$ cat config.mk
export PLATFORM = sky130hd
export DESIGN_NAME = param_seg_counter
export DESIGN_NICKNAME = d
export VERILOG_FILES = /design/src/rtl/param_seg_counter.sv
export SDC_FILE = /design/constraint.sdc
export NUM_CORES = 1
export LEC_CHECK = 0
export ABC_CLOCK_PERIOD_IN_PS = 1900
export CORE_ASPECT_RATIO = 0.75
export CORE_UTILIZATION = 46
export CTS_BUF_LIST = sky130_fd_sc_hd__clkbuf_8
export DETAILED_ROUTE_END_ITERATION = 7
export PLACE_DENSITY = 0.79
export SLEW_MARGIN = 20
export SYNTH_ARGS = -nofsm -noshare
export SYNTH_HDL_FRONTEND = slang
export SYNTH_SLANG_ARGS = --single-unit
export TNS_END_PERCENT = 20
$ cat constraint.sdc
create_clock -name clk -period 1.9 [get_ports clk]
set_input_delay 0.38 -clock clk [delete_from_list [all_inputs] [get_ports clk]]
set_output_delay 0.38 -clock clk [all_outputs]
set_load 0.05 [all_outputs]
$ cat src/rtl/param_seg_counter.sv
// Parametrised segmented binary counter.
// SEG_COUNT segments of SEG_WIDTH bits are chained by an exact carry/borrow path,
// so the concatenated value always behaves as one W-bit up/down counter.
// The counter has synchronous clear and load, a wrap or saturate boundary mode,
// and a one-cycle ovf pulse on each boundary event.
module param_seg_counter #(
  parameter int unsigned SEG_WIDTH = 8,
  parameter int unsigned SEG_COUNT = 4,
  parameter bit          SATURATE  = 1'b0
) (
  input  logic                           clk,
  input  logic                           rst_,
  input  logic                           en,
  input  logic                           up_dn,
  input  logic                           clr,
  input  logic                           load,
  input  logic [SEG_WIDTH*SEG_COUNT-1:0] load_val,
  output logic [SEG_WIDTH*SEG_COUNT-1:0] q,
  output logic [SEG_COUNT-1:0]           seg_ce,
  output logic                           at_max,
  output logic                           at_min,
  output logic                           ovf
);

  localparam int unsigned W = SEG_WIDTH * SEG_COUNT;
  localparam logic [SEG_WIDTH-1:0] SEG_ONE = SEG_WIDTH'(1);
  localparam logic [W-1:0]         W_ZERO  = W'(0);

  logic [W-1:0]         count_q;
  logic [W-1:0]         count_d;
  logic                 ovf_q;
  logic                 ovf_d;
  logic [SEG_COUNT-1:0] seg_term_s;
  logic [SEG_COUNT-1:0] seg_ce_s;
  logic [W-1:0]         step_s;
  logic                 boundary_s;

  assign q      = count_q;
  assign ovf    = ovf_q;
  assign seg_ce = seg_ce_s;
  assign at_max = &count_q;
  assign at_min = ~|count_q;

  // A count attempt that would cross the all-ones / all-zeros boundary.
  assign boundary_s = en & (up_dn ? at_max : at_min);

  // Terminal detect per segment: all-ones when counting up, all-zeros when counting down.
  always_comb begin
    seg_term_s = '0;
    for (int k = 0; k < int'(SEG_COUNT); k++) begin
      if (up_dn) begin
        seg_term_s[k] = &count_q[k*SEG_WIDTH +: SEG_WIDTH];
      end else begin
        seg_term_s[k] = ~|count_q[k*SEG_WIDTH +: SEG_WIDTH];
      end
    end
  end

  // Ripple enable chain; clear and load suppress every step enable.
  always_comb begin
    logic [SEG_COUNT-1:0] ce_v;
    ce_v    = '0;
    ce_v[0] = en & ~clr & ~load;
    for (int k = 1; k < int'(SEG_COUNT); k++) begin
      ce_v[k] = ce_v[k-1] & seg_term_s[k-1];
    end
    seg_ce_s = ce_v;
  end

  // Step each enabled segment by +/-1 modulo its width; other segments hold.
  always_comb begin
    step_s = count_q;
    for (int k = 0; k < int'(SEG_COUNT); k++) begin
      if (seg_ce_s[k]) begin
        if (up_dn) begin
          step_s[k*SEG_WIDTH +: SEG_WIDTH] = count_q[k*SEG_WIDTH +: SEG_WIDTH] + SEG_ONE;
        end else begin
          step_s[k*SEG_WIDTH +: SEG_WIDTH] = count_q[k*SEG_WIDTH +: SEG_WIDTH] - SEG_ONE;
        end
      end else begin
        step_s[k*SEG_WIDTH +: SEG_WIDTH] = count_q[k*SEG_WIDTH +: SEG_WIDTH];
      end
    end
  end

  // Next count and ovf with priority clr > load > boundary step > ordinary step > hold.
  always_comb begin
    count_d = count_q;
    ovf_d   = 1'b0;
    if (clr) begin
      count_d = W_ZERO;
      ovf_d   = 1'b0;
    end else if (load) begin
      count_d = load_val;
      ovf_d   = 1'b0;
    end else if (boundary_s) begin
      // Saturate holds at the boundary and keeps re-pulsing ovf; wrap takes the step.
      count_d = SATURATE ? count_q : step_s;
      ovf_d   = 1'b1;
    end else if (en) begin
      count_d = step_s;
      ovf_d   = 1'b0;
    end else begin
      count_d = count_q;
      ovf_d   = 1'b0;
    end
  end

  // Count and ovf registers with asynchronous active-low reset.
  always_ff @(posedge clk or negedge rst_) begin
    if (!rst_) begin
      count_q <= W_ZERO;
      ovf_q   <= 1'b0;
    end else begin
      count_q <= count_d;
      ovf_q   <= ovf_d;
    end
  end

endmodule

==> results of run 1 <==
## final timing paths
check                               endpoint  slack [ns]  cells past startpoint              start
min in group clk           q[27]$_DFFE_PN0P_        0.57                      1  q[27]$_DFFE_PN0P_
max                                seg_ce[1]       -0.33                      6   q[3]$_DFFE_PN0P_
min                         q[7]$_DFFE_PN0P_        0.50                      2               rst_
max reg2reg                q[24]$_DFFE_PN0P_       -0.22                      6   q[5]$_DFFE_PN0P_
max in group asynchronous  q[28]$_DFFE_PN0P_        1.05                      2               rst_
min reg2reg                q[27]$_DFFE_PN0P_        0.57                      1  q[27]$_DFFE_PN0P_
## through the flow
step           cell area [um2]  cells
2_1_floorplan             3180    349
3_3_place_gp              4630    580
3_5_place_dp              4630    580
4_1_cts                   4860    594
5_1_grt                   4970    597
6_report                  4970    597
## power breakdown
group | switching (mW) | leakage [nW] | total (mW) | internal (mW)
Sequential | 0.0904 | 0.392 | 0.854 | 0.763
Clock | 0.293 | 0.0538 | 0.579 | 0.286
Combinational | 0.717 | 1.86 | 1.36 | 0.645
Total | 1.10 | 2.30 | 2.79 | 1.69
## sequential cells by signal, summed over array words and instances (netlist names)
name / count
ovf: 1
q: 32
## cells by family (layout without fill, tap and decap cells)
kind of cell / after synthesis / after routing / synth area share, %
AND/OR/NAND/NOR: 122 / 122 / 22.0
buffers and inverters: 29 / 196 / 4.28
adder cells (fa/ha/maj): 28 / 28 / 12.5
multiplexers: 18 / 18 / 6.13
XOR/XNOR: 23 / 23 / 6.63
AO/OA/AOI/OAI: 96 / 96 / 21.3
flip-flops: 33 / 33 / 27.2
## metal layers
| metal | vias to the layer above | share of wire [%] |
|---|---|---|
| li1 | 1622 | - |
| met1 | 1660 | 44 |
| met2 | 127 | 48 |
| met3 | 24 | 6.2 |
| met4 | 0 | 2.3 |
| met5 | - | 0 |
## cell usage in the layout, fill, tap and decap left out, types with 3 or more instances in the layout
cell type	netlist	layout
o21ai_0	13	9
a21o_1	7	7
buf_12	0	8
o211a_1	5	5
nor3_1	10	6
nor4_1	9	3
nor2_1	32	31
inv_1	13	14
dfrtp_1	33	4
xor2_1	9	9
dfrtp_2	0	29
o21ai_1	5	8
clkdlybuf4s50_1	0	35
mux2i_1	13	13
a211oi_1	9	7
ha_1	24	19
nand4_1	7	7
clkbuf_8	0	6
nor4_2	0	6
nor3_2	0	3
o211ai_1	5	5
ha_4	0	5
a21oi_2	1	9
nand2_1	34	34
nand3_1	8	6
buf_6	2	3
a21oi_1	30	21
buf_4	0	123
xnor2_1	14	14
## cell type report
class / count / area, um2 / area share (%)
Tap cell: 81 / 101 / 2.04
Inverter: 16 / 72.6 / 1.46
Clock inverter: 2 / 7.51 / 0.151
Clock buffer: 6 / 82.6 / 1.66
Timing Repair Buffer: 172 / 1500 / 30.1
Multi-Input combinational cell: 287 / 2350 / 47.3
Sequential cell: 33 / 862 / 17.3
## timing repair
action	CTS	global route
resized for setup	28	20
setup buffers	6	3
cloned	0	0
endpoints found under the setup margin	35	34
pin swaps	13	17
==> impl_metrics.tcl, run 1 <==
set metrics [dict create \
    outcome "finished, violations left" \
    violations "setup timing" \
    grt_max_degree 34 \
    diodes 0 \
    critPathBufInv 3 \
    p_total_mw 2.79 \
    grt_setup_unrepaired "true" \
    firstDrtPassIters 4 \
    cp_slowest_cell "dfrtp_2" \
    whs_ns 0.504 \
    die_x_um 95.9 \
    drv_cap 0 \
    drive_gt1_share_pct 44.6 \
    fin_nets 581 \
    dieArea_um2 6940 \
    start_util_pct 47.9 \
    clock_latency_ns 0.30 \
    htreeDepth 2 \
    synthCells 349 \
    hold_viol_final 0 \
    ys.warnings.count 0 \
    cts_made_buffers 5 \
    wl_per_cell_um 17.5 \
    synth_flop_cell "dfrtp_1" \
    slew_viol_final 0 \
    synth_area_leaders "dfrtp_1 27%, ha_1 9.9%, a21oi_1 4.9%, mux2i_1 4.3%, nand2_1 4.2%" \
    drt_iter0_markers 183 \
    end_kind "primary output" \
    fill_cells 403 \
    grtUsageMet1_pct 39.8 \
    cp.required_ns 1.52 \
    post-place-ws_ns -0.820 \
    p_leak_nw 2.30 \
    syn-num-nets 415 \
    crit_family "simple AND/OR/NAND/NOR gates" \
    port_buffers 76 \
    fin_skew_ns 0.0119 \
    synth_most_common_cell "nand2_1" \
    max-slew-margin-rel_pct 66.9 \
    critical_path.max_fanout 4 \
    final.setup.worst_slack_ns -0.333 \
    yosysTopAreaCell "dfrtp_1" \
    clock.fmax_mhz 448 \
    ys_seq_area_share_pct 27.2 \
    hpwl_um 7300 \
    synth_area_um2 3040 \
    rows 25 \
    grt_pass1_wl_um 16200 \
    yosys.cell_types.count 58 \
    peakVddDrop_mv 0.335 \
    drc 0 \
    crit_type "reg2out" \
    grt.busiest_layer "met2" \
    setup_tns_ns -3.53 \
    grt_overflow 0 \
    worstPathCellList "nor4_4, nand3_2, a21oi_4, buf_4, buf_6, buf_12" \
    ant_nets 0 \
    antenna_found_initial 0 \
    powerDensity_nw_per_um2 562 \
    synthArstFlopShare_pct 100 \
    dr_total_vias 3433 \
    io_pins 77 \
    critPathMaxStageDelay_ns 0.45 \
    avgSynthCellArea_um2 8.71 \
    grt_util_met3_pct 6.39 \
    hold_path_class "in2async" \
    layout_worst_path_cycle_share_pct 118 \
    synth-seq-cells 33 \
    synth_edf_count 0 \
    path_clk_slew_ns 0.08 \
    gp_congestion 0.894 \
    clkSinkCount 33 \
    cts_buffer_depth 2 \
    finalSetupViolCount 21 \
    worst_slew_pin_slew_ns 0.494 \
    ctsHoldBuffers 0 \
    routed_wirelength_um 10400 \
    finalCriticalPeriod_ns 2.23 \
    final_util_pct 78.3 \
    arrival_ns 1.85 \
    grtUsageMet2_pct 51.3 \
    grt_use_total_pct 30.7 \
    cp-start-kind "flop" \
    avgViaCountPerCell 5.75 \
    fp.dieH_um 72.4 \
    yosysTopAreaCellShare_pct 27.2 \
    cts_tree "yes" \
    synth_common_cells "34 x nand2_1, 33 x dfrtp_1, 32 x nor2_1" \
    cts_root_buf "clkbuf_8" \
    grt_pass1_vias 3375 \
    syn2layout_area_growth_pct 63.5 \
    coreArea_um2 6350 \
]
Power figures use the tool's default switching activity.
==> inputs of run 2 (changes only) <==
SLEW_MARGIN = unset   (was 20)
==> results of run 2 <==
The final DEF is identical to that of run 1; final timing and power are the same.
==> inputs of run 3 (changes only) <==
CORE_ASPECT_RATIO = unset   (was 0.75)
==> run 3 against run 2 <==
  * The flow still finishes with violations (setup timing)
  * Worst hold slack gained 0.0029 ns
  * Combinational power is essentially flat
  * Cell area shrank 0.43%
  * Count of clock-buffer cells in the layout down 1
  * Register-to-register slack better by 0.04 ns
  * Total power fell by 2.1%
  * Critical endpoint is now seg_ce[3]
  * Largest cell class unchanged
  * Highest routed layer unchanged
==> impl_metrics.tcl, run 3 (synthesized netlist as in run 1, its figures left out) <==
set metrics [dict create \
    outcome "finished, violations left" \
    violations "setup timing" \
    crit_type "reg2out" \
    layout_worst_path_cycle_share_pct 119 \
    diodes 0 \
    worstPathCellList "nor4_4, buf_4, nand3_2, a21oi_4, o21ai_4, nor2_4, buf_12" \
    drc 0 \
    layout_common_cells "127 x buf_4, 35 x clkdlybuf4s50_1, 32 x nand2_1, 31 x nor2_1, 27 x dfrtp_2" \
    crit_family "simple AND/OR/NAND/NOR gates" \
    max-slew-margin-rel_pct 60.1 \
    largest_reg_flops 32 \
    rows 29 \
    cp-startpoint "q[5]$_DFFE_PN0P_" \
    grt_use_total_pct 30.4 \
    grt_overflow 0 \
    dr_total_vias 3502 \
    peakVddDrop_mv 0.345 \
    end_kind "primary output" \
    port_buffers 76 \
    critPathMaxStageDelay_ns 0.43 \
    reg2reg_depth 6 \
    avgViaCountPerCell 5.85 \
    drive_gt1_share_pct 44.1 \
    worst_slew_pin_slew_ns 0.595 \
    cts_made_buffers 5 \
    cts_buffer_depth 2 \
    grt_setup_unrepaired "true" \
    cp.required_ns 1.52 \
    clock_latency_ns 0.30 \
    die_x_um 83.3 \
    dieArea_um2 6940 \
    clkSinkCount 33 \
    firstDrtPassIters 4 \
    layout_commonest_cell "buf_4" \
    powerDensity_nw_per_um2 553 \
    start_util_pct 47.9 \
    cts_root_buf "clkbuf_8" \
    critical_path.max_fanout 3 \
    finalSetupViolCount 25 \
    final_util_pct 78.0 \
    fp.dieH_um 83.3 \
    hpwl_um 7330 \
    placed_area_um2 4630 \
    fin_skew_ns 0.00719 \
    clock.fmax_mhz 442 \
    setup_tns_ns -3.23 \
    final.setup.worst_slack_ns -0.364 \
    drv_cap 0 \
    timing.rr.end "q[26]$_DFFE_PN0P_" \
    ant_nets 0 \
    r2r_start "q[7]$_DFFE_PN0P_" \
    grt_pass1_vias 3576 \
    wl_per_cell_um 17.8 \
    worst-path-stages 7 \
    setup.worst_path.end "seg_ce[3]" \
    cp_slowest_cell "dfrtp_2" \
    slew_viol_final 0 \
    syn2layout_area_growth_pct 62.8 \
    coreArea_um2 6350 \
    critPathBufInv 2 \
    grt_pass1_wl_um 17000 \
    hold_viol_final 0 \
    cts_tree "yes" \
    drt_iter0_markers 233 \
    gp_congestion 0.924 \
    io_pins 77 \
    fin_nets 587 \
    grt_max_degree 34 \
    htreeDepth 2 \
    arrival_ns 1.88 \
    r2r_slack_ns -0.18 \
    cp-start-kind "flop" \
    design_area_um2 4950 \
    p_leak_nw 2.33 \
    hold_path_class "in2async" \
    finalCriticalPeriod_ns 2.26 \
    antenna_found_initial 0 \
    path_clk_slew_ns 0.08 \
    routed_wirelength_um 10700 \
]
-- run 3: worst reg2reg max path, delay by kind of cell (launching register included) --
family	cells	cell delay, ns
AOI/OAI and AO/OA	2	0.53
buffers and inverters	1	0.18
DFF	1	0.44
muxes	1	0.36
and+or+nand+nor	2	0.46
-- run 3: repair_timing --
item | 4_1_cts | 5_1_grt
pin swaps | 10 | 17
gates resized for setup | 29 | 17
hold buffers | 0 | 0
endpoints found under the setup margin | 36 | 35
gates cloned | 0 | 0
buffers inserted | 5 | 9
-- run 3: through the flow --
step,setup slack [ns],cells,power [mW],hold WS (ns)
floorplan,-0.428,349,1.57,0.0844
global placement,-0.776,578,2.07,0.558
detailed placement,-0.852,578,2.11,0.566
CTS,-0.327,591,2.68,0.530
global route,-0.408,599,2.87,0.569
finish,-0.364,599,2.74,0.507
-- run 3: power breakdown --
part | switching (mW) | total [mW] | internal (mW)
Sequential | 0.0847 | 0.848 | 0.763
Combinational | 0.719 | 1.36 | 0.638
Clock | 0.287 | 0.531 | 0.245
-- run 3: how the worst min path moves through the flow --
| stage | start | endpoint | depth (start not counted) |
|---|---|---|---|
| 6_report | rst_ | q[8]$_DFFE_PN0P_ | 2 |
| 5_1_grt | rst_ | q[14]$_DFFE_PN0P_ | 2 |
| 4_1_cts | rst_ | q[12]$_DFFE_PN0P_ | 2 |
| 3_5_place_dp | q[27]$_DFFE_PN0P_ | q[27]$_DFFE_PN0P_ | 1 |
| 3_3_place_gp | q[27]$_DFFE_PN0P_ | q[27]$_DFFE_PN0P_ | 1 |
| 2_1_floorplan | rst_ | ovf$_DFF_PN0_ | 0 |
-- run 3: area by class of cell --
cell class              instances  area [um2]
inverters                      16        72.6
multi-input cells             287        2310
flip-flops and latches         33         860
fillers                       432        1400
clock buffers                   5        68.8
clock inverters                 3        11.3
well taps                      77        96.3
repair buffers                178        1530
-- run 3: layer usage --
| metal | up-vias | wire (um) | GRT usage (%) | share of wire [%] |
|---|---|---|---|---|
| met3 | 27 | 661 | 5.17 | 6.2 |
| met2 | 142 | 5390 | 52.8 | 51 |
| li1 | 1631 | - | - | - |
| met1 | 1702 | 4350 | 37.0 | 41 |
| met4 | 0 | 256 | 13.3 | 2.4 |
| met5 | - | 0 | 0 | 0 |
